**src/rtl/dbus_bridge.sv**
```systemverilog
// -----------------------------------------------------------------------------
// dbus_bridge
//
// Bridges the CPU core's memory-stage data interface onto a registered
// request/ready memory port. Each core access becomes one memory transaction.
// The core is stalled through HLT until that transaction finishes.
//
// Ports
//   CLK, RES        clock, synchronous active-high reset
//   DADDR, DATAO    core address and right-justified store data
//   DLEN            access size (1 = byte, 2 = half, 4 = word)
//   DRD, DWR        core read / write request (DWR wins if both are high)
//   DATAI           raw aligned read word returned to the core
//   HLT             core stall
//   BERR            access error (misaligned, slave error or timeout),
//                   valid for the single DONE cycle
//   m_req .. m_wdata  memory request side; m_addr is always word aligned
//   m_ready, m_rdata, m_err  memory response side
// -----------------------------------------------------------------------------
module dbus_bridge #(
  parameter int TIMEOUT_W = 8,
  parameter int TIMEOUT   = 255
) (
  input  logic        CLK,
  input  logic        RES,
  input  logic [31:0] DADDR,
  input  logic [31:0] DATAO,
  input  logic [2:0]  DLEN,
  input  logic        DRD,
  input  logic        DWR,
  output logic [31:0] DATAI,
  output logic        HLT,
  output logic        BERR,
  output logic        m_req,
  output logic        m_we,
  output logic [3:0]  m_be,
  output logic [31:0] m_addr,
  output logic [31:0] m_wdata,
  input  logic        m_ready,
  input  logic [31:0] m_rdata,
  input  logic        m_err
);

  localparam logic [1:0] S_IDLE = 2'd0;
  localparam logic [1:0] S_REQ  = 2'd1;
  localparam logic [1:0] S_DONE = 2'd2;

  // Counter value seen on the last wait cycle allowed before the abort.
  localparam logic [TIMEOUT_W-1:0] CNT_LAST = TIMEOUT_W'(TIMEOUT - 1);

  logic [1:0]           state_q, state_d;
  logic                 req_q, req_d;
  logic                 we_q, we_d;
  logic [3:0]           be_q, be_d;
  logic [31:0]          addr_q, addr_d;
  logic [31:0]          wdata_q, wdata_d;
  logic [31:0]          datai_q, datai_d;
  logic                 berr_q, berr_d;
  logic [TIMEOUT_W-1:0] cnt_q, cnt_d;
  logic                 hlt_raw;

  // Access decode for the request currently presented by the core.
  logic       is_byte, is_half, is_word, misaligned;
  logic [3:0] be_new;
  logic [31:0] wdata_new;

  assign is_byte    = (DLEN == 3'd1);
  assign is_half    = (DLEN == 3'd2);
  assign is_word    = (DLEN == 3'd4);
  // Illegal DLEN falls out here too, since none of the legal terms match.
  assign misaligned = !(is_byte ||
                        (is_half && !DADDR[0]) ||
                        (is_word && (DADDR[1:0] == 2'b00)));

  // Per-lane enable and store-data steering. Byte data is replicated into
  // every lane and half data into both halves, so the slave just uses m_be.
  genvar gi;
  generate
    for (gi = 0; gi < 4; gi++) begin : g_lane
      localparam logic [1:0] LANE = 2'(gi);
      assign be_new[gi] = is_word ||
                          (is_half && (DADDR[1] == LANE[1])) ||
                          (is_byte && (DADDR[1:0] == LANE));
      assign wdata_new[gi*8 +: 8] = is_byte ? DATAO[7:0] :
                                    is_half ? DATAO[(gi % 2)*8 +: 8] :
                                              DATAO[gi*8 +: 8];
    end
  endgenerate

  always_comb begin
    state_d = state_q;
    req_d   = req_q;
    we_d    = we_q;
    be_d    = be_q;
    addr_d  = addr_q;
    wdata_d = wdata_q;
    datai_d = datai_q;
    berr_d  = berr_q;
    cnt_d   = cnt_q;
    hlt_raw = 1'b0;

    case (state_q)
      S_IDLE: begin
        hlt_raw = DRD | DWR;
        berr_d  = 1'b0;
        if (DRD || DWR) begin
          addr_d  = {DADDR[31:2], 2'b00};
          we_d    = DWR;
          be_d    = be_new;
          wdata_d = wdata_new;
          cnt_d   = '0;
          if (misaligned) begin
            // Rejected locally; the memory port never sees this access.
            berr_d  = 1'b1;
            state_d = S_DONE;
          end else begin
            req_d   = 1'b1;
            state_d = S_REQ;
          end
        end
      end

      S_REQ: begin
        hlt_raw = 1'b1;
        if (m_ready) begin
          if (!we_q) begin
            datai_d = m_rdata;
          end
          berr_d  = m_err;
          req_d   = 1'b0;
          state_d = S_DONE;
        end else if (m_err) begin
          berr_d  = 1'b1;
          req_d   = 1'b0;
          state_d = S_DONE;
        end else begin
          cnt_d = cnt_q + 1'b1;
          if (cnt_q == CNT_LAST) begin
            berr_d  = 1'b1;
            req_d   = 1'b0;
            state_d = S_DONE;
          end
        end
      end

      S_DONE: begin
        // Core advances on this edge; DRD/DWR still belong to this access.
        berr_d  = 1'b0;
        cnt_d   = '0;
        state_d = S_IDLE;
      end

      default: begin
        req_d   = 1'b0;
        berr_d  = 1'b0;
        cnt_d   = '0;
        state_d = S_IDLE;
      end
    endcase
  end

  always_ff @(posedge CLK) begin
    if (RES) begin
      state_q <= S_IDLE;
      req_q   <= 1'b0;
      we_q    <= 1'b0;
      be_q    <= 4'b0000;
      addr_q  <= '0;
      wdata_q <= '0;
      datai_q <= '0;
      berr_q  <= 1'b0;
      cnt_q   <= '0;
    end else begin
      state_q <= state_d;
      req_q   <= req_d;
      we_q    <= we_d;
      be_q    <= be_d;
      addr_q  <= addr_d;
      wdata_q <= wdata_d;
      datai_q <= datai_d;
      berr_q  <= berr_d;
      cnt_q   <= cnt_d;
    end
  end

  assign HLT     = hlt_raw & ~RES;
  assign m_req   = req_q;
  assign m_we    = we_q;
  assign m_be    = be_q;
  assign m_addr  = addr_q;
  assign m_wdata = wdata_q;
  assign DATAI   = datai_q;
  assign BERR    = berr_q;

endmodule

```
**config.mk**
```make
export PLATFORM = sky130hd
export DESIGN_NAME = dbus_bridge
export DESIGN_NICKNAME = d
export VERILOG_FILES = /design/src/rtl/dbus_bridge.sv
export SDC_FILE = /design/constraint.sdc
export NUM_CORES = 1
export LEC_CHECK = 0
export ABC_AREA = 1
export CAP_MARGIN = 0
export CORE_ASPECT_RATIO = 1.75
export CORE_MARGIN = 5
export CORE_UTILIZATION = 41
export CTS_CLUSTER_DIAMETER = 30
export DETAILED_ROUTE_END_ITERATION = 10
export PLACE_DENSITY = 0.9
export SLEW_MARGIN = 25
export SYNTH_ARGS = -nofsm -noshare
export SYNTH_HDL_FRONTEND = slang
export SYNTH_SLANG_ARGS = --single-unit
```
**constraint.sdc**
```tcl
create_clock -name CLK -period 1.8 [get_ports CLK]
set_clock_uncertainty 0.05 [all_clocks]
set_input_delay 0.18 -clock CLK [delete_from_list [all_inputs] [get_ports CLK]]
set_output_delay 0.18 -clock CLK [all_outputs]
set_load 0.01 [all_outputs]
```
* Word-level counts from Yosys, hierarchy flattened
Cells that the tools add are included.
Operators by class: reductions and logical operators 25, div/mod/pow operators 0, shifts and indexed selects 0, order comparisons 0, multiply operators 0, mux-type cells 28, equality and inequality tests 14, $add $sub $neg 1, bitwise logic cells 6
Operators with widths (count):
- two-way mux 8 bit | 8
- case mux 8 bit (2 select lines) | 1
- two-way mux 1 bit | 10
- two-way mux 2 bit | 5
- logical OR 1 bit | 9
- adder 8 x 1 -> 8 bit, second input constant | 1
- == test 8 bit, second input constant | 1
- logical AND 1 bit | 8
- != test 2 bit, second input constant | 4
- == test 2 bit, second input constant | 3
- AND reduction 3 bit | 2
- == test 2 x 1 -> 1 bit, second input constant | 2
- logical NOT 2 bit | 2
- != test 4 bit, second input constant | 1
- NOT 1 bit | 4
- case mux 1 bit (2 select lines) | 2
- case mux 2 bit (2 select lines) | 1
- AND reduction 2 bit | 2
- AND reduction 4 bit | 1
- == test 3 x 1 -> 1 bit, second input constant | 1
- == test 3 x 2 -> 1 bit, second input constant | 1
- == test 3 bit, second input constant | 1
- case mux 1 bit (3 select lines) | 1
- AND 1 bit | 1
- 2 further kinds | 2
Word-level totals: output and inout bits 104, memory bits (writable) 0, bits in read-only memories 0, bits in latches 0, memories 0, register bits after elaboration 111

* Depth between registers and ports, before layout
Gate-level depths: netlist of the first run.
depth after elaboration 7, depth in mapped cells 9, mapped depth without buffers 8

* Worst setup path before layout of the first run
OpenSTA, ideal clock, no wires.
path kind register -> register, start register state_q[1], end register wdata_q[14], in the netlist m_wdata[14], path buffers 1, setup slack 518 ps, data arrival time 1115 ps, cell stages (with the launch flop) 10, cell sequence dfxtp_1 > inv_1 > nand2_2 > nor2_8 > inv_4 > buf_2 > a21oi_2 > nand2_1 > o211ai_1 > inv_1
Between the ends: longest elaborated chain between the ends 2
Ends and longest elaborated chain:
- start: declaration | line 51 | logic [1:0] state_q, state_d;
- start signal: assignment | line 174 | state_q <= state_d;
- logical NOT 2 bit | line 102 | case (state_q)
- AND reduction 2 bit (no source line)
- end signal: assignment | line 179 | wdata_q <= wdata_d;
- end: declaration | line 56 | logic [31:0] wdata_q, wdata_d;
No other way between the ends. A chain may end at the register's enable or synchronous reset.

* Final worst setup path of the first run
start register state_q[1], end output HLT
Between the ends: longest elaborated chain between the ends 3, elaborated cells on any way between the ends 4
Ends and longest elaborated chain:
- == test 2 x 1 -> 1 bit / logical NOT 2 bit (equally long branches) | line 102
- case mux 1 bit (2 select lines) * | line 102
- AND 1 bit * | line 186 | assign HLT = hlt_raw & ~RES;
- end: declaration | line 32 | output logic HLT,
Mark *: on every way between the ends. The rest lies on a longest branch, timed or not.

==> results.md, run 1 <==
Worst setup path:
- The element type at the critical path start is a flip-flop.
- The sort of element at the end of the critical path is a primary output.
- The required time of the critical path is 1.57 ns.
- The number of cell instances on the worst register-to-register path is 9.
- The highest cell delay on the worst timing path is 0.31 ns.
- For this design, the slowest cell found on the critical path is dfxtp_1.
- STA puts the critical path data arrival time at 1.37 ns.
- Walking the worst path, the cells encountered are inv_1, nand2_1, a21oi_1, dlygate4sd2_1.
- The category of the critical setup timing path is reg -> out.
- Of all nets on the critical path, the largest fanout is 3.

Pwr:
- The power density over cell area is 890 nW/µm².
- The total power of the final layout is 6.26 mW.
- The leakage power is 2.94 nW.
- IR analysis of the VDD net gives a maximum drop of 0.705 mV.

GRT:
- Entering global routing, the biggest net connects 54 pins.
- For this run, the total global-route usage over all layers was measured as 0.217.
- The number of global-route vias before repair is 4744.
- The initial antenna violation count was 0.
- The global-route wire length before repair is 22500 µm.
- The total overflow reported by the global router is 0.

Timing:
- The number of pins with negative max-slew slack in the final report is 0.
- Static timing analysis puts the maximum clock frequency at 0.627 GHz.
- Hold is met by 0.365 ns.
- Setup repair after global routing left no endpoint under its margin.
- The setup total negative slack is 0 ns.
- The final count of negative-setup-slack endpoints is 0.
- For the finished layout, the period the worst path requires is 1.60 ns.
- The final hold violation count is 0.
- The final worst-path cycle share is 0.886.

Clock tree:
- The number of setup buffers added after CTS is 0.
- CTS placed an instance of clkbuf_16 at the clock tree root.
- Counting along the longest clock path gives a buffer depth of 2.
- The later pin in the worst-skew pair is clocked with a latency of 0.34 ns.
- The number of buffers added to fix hold violations after cts is 0.
- The clock net sink count is 111.
- In this run, CTS created clock tree buffers numbering 9.
- The clock transition time at the flip-flop clock pins of the worst setup and hold paths is 0.07 ns.
- The TritonCTS clock tree is done.
- The number of gates given a new drive strength after cts is 1.
- The H-tree generated during clock tree synthesis spans 3 levels.

Hold path:
- The cell depth of the worst hold path is 3.
- The path class of the lowest-slack min-delay path is in -> reg.

Routing:
- The per-cell routed wire length is 15.0 µm.
- Across all layers, the routed design uses 4667 vias.
- The total length of routed met3 wires is 1160 µm.
- The wire length on met2 is 7120 µm.
- For this run, the detailed router's first-pass iteration total came to 4.
- After detailed routing, the number of vias per cell comes to 4.96.
- The highest metal layer used by the detailed router is met4.
- The total length of routed wires is 14100 µm.
- In the routed design, unresolved DRC markers number 0.
- The remaining antenna violation count is 0.
- The routed length on met1 is 5390 µm.
- The first-iteration detailed-routing DRC count is 169.

Die:
- The initial standard-cell utilization of the core is 0.416.
- From bottom edge to top edge, the die measures 148 µm.
- The die covers 13100 µm².
- 209 I/O pins were placed.
- From left edge to right edge, the die measures 88.7 µm.
- The number of cell rows is 50.
- The total area inside the core boundary comes to 10700 µm².

Yosys:
- The register area share after synthesis is 0.499.
- Yosys attributes the largest share of cell area to dfxtp_1 (50%), nor2_1 (14%), o21ai_0 (11%).
- The synthesized netlist contains 27 unique library cells.
- During synthesis, Yosys emitted a total of 0 warnings.
- The cell area that synthesis handed to floorplanning was 4450 µm².
- Of the post-synthesis cell area, the dominant cell type holds 0.499.
- The biggest area contributor in the post-synthesis netlist is dfxtp_1.
- After synthesis the netlist holds a flip-flop and latch count of 111.
- The average footprint of a synthesized cell is 7.33 µm².
- The cell count after synthesis came out at 607.

Flow run:
- Max-cap violations in this run came to 0.

Final layout:
- From synthesis to final layout, the design area changed by 58.0%.
- 0 antenna diodes ended up in the layout.
- Fill cells in the final layout number 874.
- The final core area utilization is 0.657.
- In the final design database the tool counted 914 nets.
- In the layout the commonest cells are clkdlybuf4s50_1 (205), nor2_1 (168), dfxtp_1 (111), o21ai_0 (99), nand2_1 (65).
- The proportion of layout cells with a drive suffix above 1 is 0.0530.
- The most common cell after layout, fill and taps aside is clkdlybuf4s50_1.

Place:
- Once detailed placement completed, the half-perimeter wirelength came to 10500 µm.
- The final RePlAce weighted congestion is 0.888.
- Port buffering added 206 buffers.

Run status:
- The flow ran to the end, and the final reports show no timing, DRC or antenna violations.
-- synth_stat cells (all sizes together) --
| master | count |
|---|---|
| a21o | 8 |
| a21oi | 35 |
| buf | 19 |
| clkbuf | 15 |
| conb | 1 |
| dfxtp | 111 |
| ha | 2 |
| inv | 45 |
| nand2 | 67 |
| nand3 | 17 |
| nand4 | 4 |
| nor2 | 171 |
| nor3 | 2 |
| nor3b | 1 |
| o211ai | 8 |
| o21ai | 100 |
| xnor2 | 1 |
-- power breakdown --
group,internal (mW),switching (mW)
logic,0.732,0.657
clock network,1.25,0.861
registers,2.66,0.101
total,4.64,1.62
-- cells by family after synthesis --
family	Yosys count	share of synthesized area
adder cells (fa/ha/maj)	2	0.00562
flip-flops	111	0.499
other	1	0.000843
AND/OR/NAND/NOR	262	0.236
buffers and inverters	79	0.0734
AO/OA/AOI/OAI	151	0.182
XOR/XNOR	1	0.00197
-- final cells by class --
cell class	count	area [µm²]	area share
well taps	130	163	0.0231
repair buffers	222	2260	0.321
multi-input cells	418	1900	0.271
flip-flops and latches	111	2220	0.316
clock buffers	12	246	0.0351
clock inverters	3	67.6	0.00961
inverters	45	171	0.0244
-- per-stage QoR --
stage	cells	instance area, µm²	worst slack (ns)
4_1_cts	941	7030	0.211
3_3_place_gp	926	6720	0.0485
6_report	941	7030	0.205
3_5_place_dp	926	6720	-0.0131
2_1_floorplan	608	4450	0.518
5_1_grt	941	7030	0.110
-- critical path, delay by kind of cell, from the launching register on --
family,cells,cell delay (ns)
flops,1,0.31
buf+inv,2,0.41
simple gates,1,0.09
compound gates,1,0.21
-- per-layer routing --
layer,track usage,vias up
met1,0.233,2114
met4,0.0938,0
met3,0.0731,24
met2,0.375,180
li1,-,2349
met5,0,-
-- sequential cells by signal (all words and copies together) (netlist names), 2 cells and up --
signal   cells
DATAI       32
m_wdata     32
m_addr      30
cnt_q        8
m_be         4
state_q      2
-- final timing paths --
kind / slack [ns] / end / startpoint
worst max-delay path: 0.20 / HLT / state_q[1]
worst min-delay path: 0.37 / m_addr[23] / DADDR[23]
worst max register to register: 0.30 / DATAI[29] / state_q[1]
worst min register to register: 0.43 / m_wdata[4] / m_wdata[4]
Note: power is estimated with default switching activity, not from simulation.
==> run 2: changes to the inputs <==
Settings changed: CORE_MARGIN 5 to 3, CORE_UTILIZATION 41 to 44, GPL_TIMING_DRIVEN set to 0, PLACE_DENSITY 0.9 to 0.95.
Clock period 1.8 ns to 1.9 ns, I/O delays scaled along.
==> results.md, run 2 (same netlist as run 1, synthesis figures left out) <==
Pwr:
- The cell-internal power is 4.21 mW (was 4.64 mW).
- The leakage power is 2.93 nW (was 2.94 nW).
- The fraction of power consumed by sequential logic is 0.455 (was 0.441).
- The logic gate share of total power is 0.229 (was 0.222).
- The switching power is 1.54 mW (was 1.62 mW).
- The switching fraction of total power is 0.268 (was 0.259).
- The power density over cell area is 827 nW/µm² (was 890 nW/µm²).
- The largest voltage drop on the vdd net is 0.621 mV (was 0.705 mV).
- The relative contribution of the clock network to total power came to 0.317 (was 0.338).

Run status:
- Outcome: finished, final reports clean (unchanged).

Clock tree:
- The TritonCTS clock tree is done (unchanged).
- The number of buffers created by CTS is 9 (unchanged).
- The insertion delay of the later-clocked pin in the worst-skew pair is 0.34 ns (about the same).
- The clock net sink count is 111 (unchanged).
- The maximum count of clock buffers along a single path is 2 (unchanged).
- The clock root buffer master is clkbuf_16 (unchanged).
- The clock transition time at the flip-flop clock pins of the worst setup and hold paths is 0.07 ns (about the same).
- The CTS H-tree depth is 3 (unchanged).

Routing:
- The total length of routed wires is 14400 µm (was 14100 µm).
- The first-iteration detailed-routing DRC count is 173 (was 169).
- The number of vias after detailed routing was 4789 (was 4667).
- The per-cell via count in the routed design is 5.03 (was 4.96).
- The residual DRC count is 0 (unchanged).
- The detailed-routing iteration count for the pre-antenna-repair pass is 6 (was 4).
- The per-cell routed wire length came to 15.1 µm (was 15.0 µm).
- The remaining antenna violation count is 0 (unchanged).

Die:
- The die boundary height is 139 µm (was 148 µm).
- The die span in x is 82.0 µm (was 88.7 µm).
- The area of the core is 9850 µm² (was 10700 µm²).
- The boundary pin count is 209 (unchanged).
- The initial standard-cell utilization of the core was 0.452 (was 0.416).
- The number of cell rows came to 48 (was 50).
- The area of the die is 11400 µm² (was 13100 µm²).

Final layout:
- The total non-filler cell area in the finished layout came to 6940 µm² (was 7030 µm²).
- Leading cell types in the layout, fill and taps excluded: clkdlybuf4s50_1 (204), nor2_1 (168), dfxtp_1 (111), o21ai_0 (99), nand2_1 (65) (was clkdlybuf4s50_1 (205), nor2_1 (168), dfxtp_1 (111), o21ai_0 (99), nand2_1 (65)).
- The area used by multi-input combinational logic is 1900 µm² (unchanged).
- The post-synthesis to final-layout area growth is 56.1% (was 58.0%).
- The most common cell after layout, fill and taps aside is clkdlybuf4s50_1 (unchanged).
- The final-stage net count came to 931 (was 914).
- The proportion of layout cells with a drive suffix above 1 is 0.0507 (was 0.0530).
- The sequential cell area in the final layout is 2220 µm² (unchanged).
- The number of inserted diodes is 0 (unchanged).
- The filler cell count is 778 (was 874).

Place:
- The pre-CTS worst setup slack is 0.0220 ns (was -0.0131 ns).
- The cell area after placement is 6660 µm² (was 6720 µm²).
- The total half-perimeter wirelength after legalization and detailed placement is 11200 µm (was 10500 µm).
- The final RePlAce weighted congestion is 0.916 (was 0.888).
- The count of port buffers added during placement is 205 (was 206).

Worst setup path:
- The sort of element at the end of the critical path was a flip-flop (was primary output).
- The required time of the critical path is 2.11 ns (was 1.57 ns).
- The category of the critical setup timing path was reg -> reg (was reg -> out).
- The worst path arrival time came to 1.88 ns (was 1.37 ns).
- The element type at the critical path start is a flip-flop (unchanged).
- The peak fanout along the critical path is 10 (was 3).

GRT:
- The global-route met3 utilization is 0.0722 (was 0.0731).
- The busiest metal layer after global routing is met2 (unchanged).
- The number of global-route vias before repair was 4721 (was 4744).
- The total overflow reported by the global router is 0 (unchanged).
- The pin count of the biggest net entering global routing is 17 (was 54).
- The initial antenna violation count is 0 (unchanged).
- The met1 global-route usage is 0.243 (was 0.233).
- The global-route wire length before repair came to 22200 µm (was 22500 µm).
- The met2 demand-to-capacity share in global routing was 0.462 (was 0.375).
- The global routing usage summed across all routing layers is 0.250 (was 0.217).

Flow run:
- The reported max-cap violation count is 0 (unchanged).

Timing:
- The number of pins with negative max-slew slack in the final report came to 0 (unchanged).
- The final count of negative-setup-slack endpoints is 0 (unchanged).
- The final worst-path cycle share is 0.879.
- The final hold violation count was 0 (unchanged).
- For this run, the top clock speed supported by timing is 0.599 GHz.
- RSZ-0062 raised after global routing: false (unchanged).
- The time the final worst path needs with I/O delays and setup is 1.67 ns.
- The setup total negative slack is 0 ns (unchanged).
- The worst setup margin was 0.230 ns (was 0.205 ns).

Hold path:
- The path class of the lowest-slack min-delay path was in -> reg (unchanged).
-- run 2: area by class of cell --
type	count	area share
Inverter	45	0.0247
Sequential cell	111	0.320
Buffer	34	0.0223
Timing Repair Buffer	205	0.296
Clock buffer	11	0.0335
Multi-Input combinational cell	418	0.274
Tap cell	125	0.0225
Clock inverter	4	0.00685
-- run 2: timing repair --
item / 4_1_cts / 5_1_grt
hold buffers: 0 / 0
setup endpoints to repair: 0 / 1
resized for setup: 0 / 1
buffers inserted: 0 / 0
-- run 2: metal layers --
| metal | part of all wire | vias up |
|---|---|---|
| li1 | - | 2382 |
| met1 | 0.35 | 2137 |
| met2 | 0.52 | 235 |
| met3 | 0.086 | 35 |
| met4 | 0.039 | 0 |
| met5 | 0 | - |
-- run 2: per-stage QoR --
stage	hold WS [ns]	instances	power, mW	utilization
2_1_floorplan	0.275	608	3.21	-
3_3_place_gp	0.412	938	3.93	0.676
3_5_place_dp	0.421	938	3.97	0.676
4_1_cts	0.0947	953	5.78	0.705
5_1_grt	0.122	953	5.99	0.705
6_report	0.106	953	5.75	0.705
-- run 2: worst paths after layout --
| path | slack (ns) | from | cells past startpoint | end |
|---|---|---|---|---|
| worst max register to register | 0.23 | state_q[1] | 7 | DATAI[13] |
| worst max-delay path | 0.23 | state_q[1] | 7 | DATAI[13] |
| worst min-delay path | 0.11 | RES | 2 | cnt_q[7] |
| worst min register to register | 0.43 | m_wdata[6] | 2 | m_wdata[6] |
-- run 2: power by group through the flow --
stage / logic, mW / clock network, mW / registers (mW)
final: 1.31 / 1.82 / 2.61
after global routing: 1.42 / 1.94 / 2.63
after CTS: 1.32 / 1.85 / 2.61
after detailed placement: 1.30 / 0 / 2.66
after global placement: 1.28 / 0 / 2.65
after floorplan: 0.463 / 0 / 2.74
-- run 2: worst max-delay path: stages, from the launching register on --
cell      delay, ns
dfxtp_1        0.33
inv_1          0.07
nand2_1        0.16
inv_2          0.08
nand2_1        0.18
clkbuf_1       0.36
o21ai_0        0.20
nor2_1         0.16
